**config.mk**
```make
export PLATFORM = sky130hd
export DESIGN_NAME = rom_arbiter
export DESIGN_NICKNAME = d
export VERILOG_FILES = /design/src/rtl/rom_arbiter.sv
export SDC_FILE = /design/constraint.sdc
export NUM_CORES = 1
export LEC_CHECK = 0
export CAP_MARGIN = 20
export CORE_MARGIN = 1.5
export CORE_UTILIZATION = 44
export CTS_BUF_LIST = sky130_fd_sc_hd__clkbuf_16
export CTS_CLUSTER_SIZE = 25
export DETAILED_ROUTE_END_ITERATION = 16
export HOLD_SLACK_MARGIN = 0.1
export PLACE_DENSITY = 0.91
export SYNTH_ARGS = -nofsm -noshare
export SYNTH_HDL_FRONTEND = slang
export SYNTH_SLANG_ARGS = --single-unit
export TNS_END_PERCENT = 5
```
**constraint.sdc**
```tcl
create_clock -name clk -period 2.02 [get_ports clk]
set_input_delay 0.505 -clock clk [delete_from_list [all_inputs] [get_ports clk]]
set_output_delay 0.505 -clock clk [all_outputs]
set_load 0.01 [all_outputs]
```
**src/rtl/rom_arbiter.sv**
```systemverilog
// Two-requester round-robin burst reader in front of a combinational ROM.
// ROM_ARBITER_RANGE_CHECK_EN adds start-address checking, err_a/err_b and wrap at DEPTH.
module rom_arbiter #(
    parameter int DEPTH = 100,
    parameter int AW    = 8,
    parameter int DW    = 32
) (
    input  logic          clk,
    input  logic          reset,
    input  logic          req_a,
    input  logic          req_b,
    input  logic [AW-1:0] addr_a,
    input  logic [AW-1:0] addr_b,
    input  logic [3:0]    len_a,
    input  logic [3:0]    len_b,
    output logic          gnt_a,
    output logic          gnt_b,
    output logic          rvalid_a,
    output logic          rvalid_b,
    output logic          rlast_a,
    output logic          rlast_b,
    output logic [DW-1:0] rdata_a,
    output logic [DW-1:0] rdata_b,
    output logic          rom_rd,
    output logic [AW-1:0] rom_addr,
    input  logic [DW-1:0] rom_data,
`ifdef ROM_ARBITER_RANGE_CHECK_EN
    output logic          err_a,
    output logic          err_b,
`endif
    output logic          busy
);

    typedef enum logic [1:0] {
        IDLE  = 2'd0,
        BURST = 2'd1,
        DRAIN = 2'd2
    } state_e;

`ifdef ROM_ARBITER_RANGE_CHECK_EN
    localparam logic [AW:0]   DEPTH_W   = (AW+1)'(DEPTH);
    localparam logic [AW-1:0] LAST_ADDR = AW'(DEPTH - 1);
`endif

    state_e        state_q, state_d;
    logic [AW-1:0] addr_q, addr_d;
    logic [4:0]    rem_q, rem_d;
    logic          owner_q, owner_d;
    logic          prefer_b_q, prefer_b_d;
    logic          rvalid_a_q, rvalid_a_d;
    logic          rvalid_b_q, rvalid_b_d;
    logic          rlast_a_q, rlast_a_d;
    logic          rlast_b_q, rlast_b_d;
    logic [DW-1:0] rdata_a_q, rdata_a_d;
    logic [DW-1:0] rdata_b_q, rdata_b_d;
`ifdef ROM_ARBITER_RANGE_CHECK_EN
    logic          err_a_q, err_a_d;
    logic          err_b_q, err_b_d;
`endif

    logic          any_req;
    logic          win_b;
    logic          take;
    logic          issue;
    logic          start_bad;
    logic [AW-1:0] start_addr;
    logic [3:0]    start_len;
    logic [4:0]    start_rem;
    logic [AW-1:0] addr_inc;

    // A previous grant to A hands priority to B and vice versa.
    always_comb begin
        any_req    = req_a | req_b;
        win_b      = req_b & (~req_a | prefer_b_q);
        take       = (state_q == IDLE) & any_req;
        issue      = (state_q == BURST);
        start_addr = win_b ? addr_b : addr_a;
        start_len  = win_b ? len_b : len_a;
        start_rem  = (start_len == 4'd0) ? 5'd16 : {1'b0, start_len};
`ifdef ROM_ARBITER_RANGE_CHECK_EN
        start_bad  = ({1'b0, start_addr} >= DEPTH_W);
        addr_inc   = (addr_q == LAST_ADDR) ? '0 : addr_q + AW'(1);
`else
        start_bad  = 1'b0;
        addr_inc   = addr_q + AW'(1);
`endif
    end

    always_ff @(posedge clk or negedge reset) begin
        if (!reset) begin
            state_q <= IDLE;
        end else begin
            state_q <= state_d;
        end
    end

    always_comb begin
        state_d = state_q;
        unique case (state_q)
            IDLE: begin
                if (any_req) begin
                    state_d = start_bad ? DRAIN : BURST;
                end
            end
            BURST: begin
                if (rem_q == 5'd1) begin
                    state_d = DRAIN;
                end
            end
            DRAIN: begin
                state_d = IDLE;
            end
            default: begin
                state_d = IDLE;
            end
        endcase
    end

    always_comb begin
        addr_d     = addr_q;
        rem_d      = rem_q;
        owner_d    = owner_q;
        prefer_b_d = prefer_b_q;
        if (take) begin
            addr_d     = start_addr;
            rem_d      = start_rem;
            owner_d    = win_b;
            prefer_b_d = ~win_b;
        end else if (issue) begin
            addr_d = addr_inc;
            rem_d  = rem_q - 5'd1;
        end
        rvalid_a_d = issue & ~owner_q;
        rvalid_b_d = issue & owner_q;
        rlast_a_d  = rvalid_a_d & (rem_q == 5'd1);
        rlast_b_d  = rvalid_b_d & (rem_q == 5'd1);
        rdata_a_d  = rvalid_a_d ? rom_data : rdata_a_q;
        rdata_b_d  = rvalid_b_d ? rom_data : rdata_b_q;
`ifdef ROM_ARBITER_RANGE_CHECK_EN
        err_a_d    = take & ~win_b & start_bad;
        err_b_d    = take & win_b & start_bad;
`endif
    end

    always_ff @(posedge clk or negedge reset) begin
        if (!reset) begin
            addr_q     <= '0;
            rem_q      <= '0;
            owner_q    <= 1'b0;
            prefer_b_q <= 1'b0;
            rvalid_a_q <= 1'b0;
            rvalid_b_q <= 1'b0;
            rlast_a_q  <= 1'b0;
            rlast_b_q  <= 1'b0;
            rdata_a_q  <= '0;
            rdata_b_q  <= '0;
`ifdef ROM_ARBITER_RANGE_CHECK_EN
            err_a_q    <= 1'b0;
            err_b_q    <= 1'b0;
`endif
        end else begin
            addr_q     <= addr_d;
            rem_q      <= rem_d;
            owner_q    <= owner_d;
            prefer_b_q <= prefer_b_d;
            rvalid_a_q <= rvalid_a_d;
            rvalid_b_q <= rvalid_b_d;
            rlast_a_q  <= rlast_a_d;
            rlast_b_q  <= rlast_b_d;
            rdata_a_q  <= rdata_a_d;
            rdata_b_q  <= rdata_b_d;
`ifdef ROM_ARBITER_RANGE_CHECK_EN
            err_a_q    <= err_a_d;
            err_b_q    <= err_b_d;
`endif
        end
    end

    // Grants are combinational in IDLE, so mask them while reset is held.
    always_comb begin
        gnt_a    = take & ~win_b & reset;
        gnt_b    = take & win_b & reset;
        rom_rd   = issue;
        rom_addr = issue ? addr_q : '0;
        busy     = (state_q != IDLE);
        rvalid_a = rvalid_a_q;
        rvalid_b = rvalid_b_q;
        rlast_a  = rlast_a_q;
        rlast_b  = rlast_b_q;
        rdata_a  = rdata_a_q;
        rdata_b  = rdata_b_q;
`ifdef ROM_ARBITER_RANGE_CHECK_EN
        err_a    = err_a_q;
        err_b    = err_b_q;
`endif
    end

endmodule

```
==> results.py <==
metrics = {
    "run_status": {
        "status": "complete, no violations",
    },
    "cells_and_area": {
        "finalNonFillerCells": 540,
        "final_nets": 497,
        "post_route_cells_drive_above_1_share_pct": 10.96,
        "fin_util_pct": 70.97,
        "syn2layout_area_growth_pct": 53.85,
        "insertedDiodeCount": 0,
        "nFillCells": 544,
        "final_cell_area_um2": 5569,
    },
    "drt": {
        "postRouteAntennaNets": 0,
        "drt_iter0_drc": 88,
        "wl_mm": 9.665,
        "via_per_inst": 5.170,
        "drc_errors": 0,
        "wl_per_cell_um": 17.90,
        "drtPass1Iterations": 4,
        "vias": 2792,
    },
    "critical_path": {
        "reg2reg_from": "state_q[1]",
        "critPathLaunchType": "register",
        "critical_path_peak_fanout": 4,
        "cp_common_cell": "buf_4",
        "cp_data_arrival_time_ns": 1.45,
        "reg2reg_to": "rdata_b[4]",
        "rr_worst_depth": 7,
        "reg2reg_setup_slack_ns": 0.29,
        "crit_path_cell_trace": "buf_4 -> nor2_4 -> buf_4 -> inv_1 -> dlygate4sd2_1",
        "slowest_delay_ns": 0.40,
        "crit_required_ns": 1.51,
        "worst_path_max_delay_cell": "dfrtp_1",
        "setup.worst_path.end_class": "output port",
        "path_class": "reg -> out",
    },
    "placement": {
        "io_buffers": 139,
        "dp_hpwl_mm": 7.124,
        "gp_congestion": 0.8882,
        "placed_cells_incl_taps": 522,
        "post_dp_cell_area_um2": 5234,
    },
    "timing": {
        "slew_viol_final": 0,
        "fin_tns_setup_ns": 0,
        "fin_hold_ws_ns": 0.1629,
        "fmax_ghz": 0.5103,
        "maxSlewHeadroom_pct": 47.70,
        "grt_setup_unrepaired": "false",
        "fin_crit_sh_pct": 97.02,
        "setup_viol": 0,
        "worstMarginPinSlew_ns": 0.7845,
        "layout_min_cycle_time_ns": 1.960,
        "hold_viol_final": 0,
        "final.setup_skew_ns": 0.008083,
    },
    "grt": {
        "grt_pass1_wl_mm": 15.20,
        "grt_pass1_vias": 2928,
        "gr-total-overflow": 0,
        "grtUsageTotal_pct": 23.02,
        "antenna_found_initial": 0,
        "grt_max_degree": 68,
    },
    "floorplanning": {
        "io_pins": 140,
        "dieArea_um2": 8780,
        "die_w_um": 93.70,
        "coreArea_um2": 7848,
        "start_util_pct": 46.13,
        "die_h_um": 93.70,
        "rows": 32,
    },
    "yosys": {
        "synth_nets": 336,
        "async_reset_ff_share_pct": 100.0,
        "syn_avg_cell_area_um2": 13.26,
        "yosysWarningCount": 0,
        "synth_cells": 273,
        "synth_edf_count": 0,
        "synth-seq-area-share_pct": 58.76,
        "yosysUniqueCellTypes": 40,
        "netlist_area_um2": 3620,
        "synth_flop_cell": "dfrtp_1",
        "ys_ff_latch": 85,
    },
    "clock_tree": {
        "insertion_delay_ns": 0.33,
        "cts_buffers": 9,
        "clockRootBuffer": "clkbuf_16",
        "cts_tree": "yes",
        "clk_pin_slew_ns": 0.06,
        "cts-hold-fix-buffers": 0,
        "cts_sinks": 85,
        "clk_path_buf_depth": 2,
        "cts_max_level": 3,
    },
    "pwr": {
        "p_leak_nw": 2.416,
        "power_density_nw_per_um2": 1691,
        "peakVddDrop_v": 0.0007664,
    },
    "job": {
        "maxCapViolCount": 0,
    },
    "hold_path": {
        "hold_class": "in -> async",
    },
}
-- through the flow --
| stage | setup WS [ns] | total power, mW |
|---|---|---|
| 6_report | 0.06020 | 9.417 |
| 5_1_grt | 0.01579 | 9.987 |
| 4_1_cts | -0.02022 | 9.491 |
| 3_5_place_dp | -0.4621 | 7.723 |
| 3_3_place_gp | -0.4328 | 7.464 |
| 2_1_floorplan | 0.2330 | 5.242 |
-- cells in the final DEF (no fill, tap or decap), types with 5 or more instances in the layout --
cell / count
dfrtp_1: 84
dlygate4sd2_1: 12
clkdlybuf4s50_1: 124
and2_1: 9
buf_4: 20
clkbuf_16: 9
inv_1: 7
nor2_1: 12
a21oi_1: 6
nand3_1: 5
o21ai_0: 6
nor3_1: 5
nand2_1: 15
mux2_1: 64
-- cells in the mapped netlist (3+ instances only) --
cell type | count | area [µm²]
o211ai_1 | 4 | 30.03
and3_1 | 4 | 25.02
a22oi_1 | 3 | 22.52
and2_1 | 9 | 56.30
nor2_1 | 12 | 45.04
nand2_1 | 15 | 56.30
buf_4 | 4 | 30.03
inv_1 | 6 | 22.52
a222oi_1 | 4 | 40.04
dfrtp_1 | 85 | 2127
nand3_1 | 5 | 25.02
nor3_1 | 5 | 25.02
buf_6 | 3 | 33.78
mux2i_1 | 4 | 40.04
ha_1 | 3 | 37.54
a21o_1 | 3 | 22.52
mux2_1 | 64 | 720.7
buf_2 | 3 | 15.01
o21ai_0 | 6 | 30.03
a21oi_1 | 6 | 30.03
-- worst max-delay path: cells and delay by family (launching register included) --
kind	cells	cell delay, ns
AND/OR/NAND/NOR	1	0.11
buffers and inverters	4	0.62
flip-flops	1	0.40
-- routing by layer --
layer,wire length [µm],track usage [%],part of all wire (%)
met2,4965,41.12,51
met1,3778,26.71,39
met3,731,5.825,7.6
met4,189,7.960,2.0
met5,0,0,0
-- repair_timing --
item / 4_1_cts / 5_1_grt
buffers inserted: 3 / 0
setup endpoints to repair: 12 / 2
gates resized for setup: 21 / 4
-- layout make-up --
type	instances	area, µm²	share of cell area (%)
Inverter	7	28.78	0.5167
Timing Repair Buffer	161	1567	28.13
Sequential cell	85	2128	38.22
Clock inverter	6	88.84	1.595
Clock buffer	9	225.2	4.044
Multi-Input combinational cell	170	1404	25.21
Tap cell	102	127.6	2.292
-- worst max-delay path by stage --
| stage | startpoint | endpoint | slack [ns] | cells after the start |
|---|---|---|---|---|
| floorplan | state_q[1] | rom_addr[1] | 0.23 | 5 |
| global placement | req_b | gnt_a | -0.43 | 5 |
| CTS | state_q[1] | gnt_b | -0.02 | 5 |
| global route | state_q[1] | busy | 0.02 | 5 |
| detailed placement | req_a | gnt_b | -0.46 | 5 |
| finish | state_q[1] | busy | 0.06 | 5 |
-- state kept, by name (all words and copies together) (netlist names) --
register and count:
rem_q 5, rdata_a 32, prefer_b_q 1, rdata_b 32, owner_q 1, state_q 2, rlast_a 1, rvalid_a 1
addr_q 8, rlast_b 1, rvalid_b 1
-- logic make-up after synthesis --
group / share of synthesized area [%]
AOI/OAI and AO/OA: 6.810
DFF: 58.76
adders and majority gates: 1.037
and+or+nand+nor: 8.814
muxes: 21.02
xor gates and xnor gates: 0.4840
buffers and inverters: 3.076
-- power by group --
part | total, mW | switching [mW] | internal (mW)
clock network | 1.75 | 0.671 | 1.08
logic | 4.53 | 1.97 | 2.56
registers | 3.14 | 0.565 | 2.57
total | 9.42 | 3.21 | 6.21
Note: power is estimated with default switching activity, not from simulation.
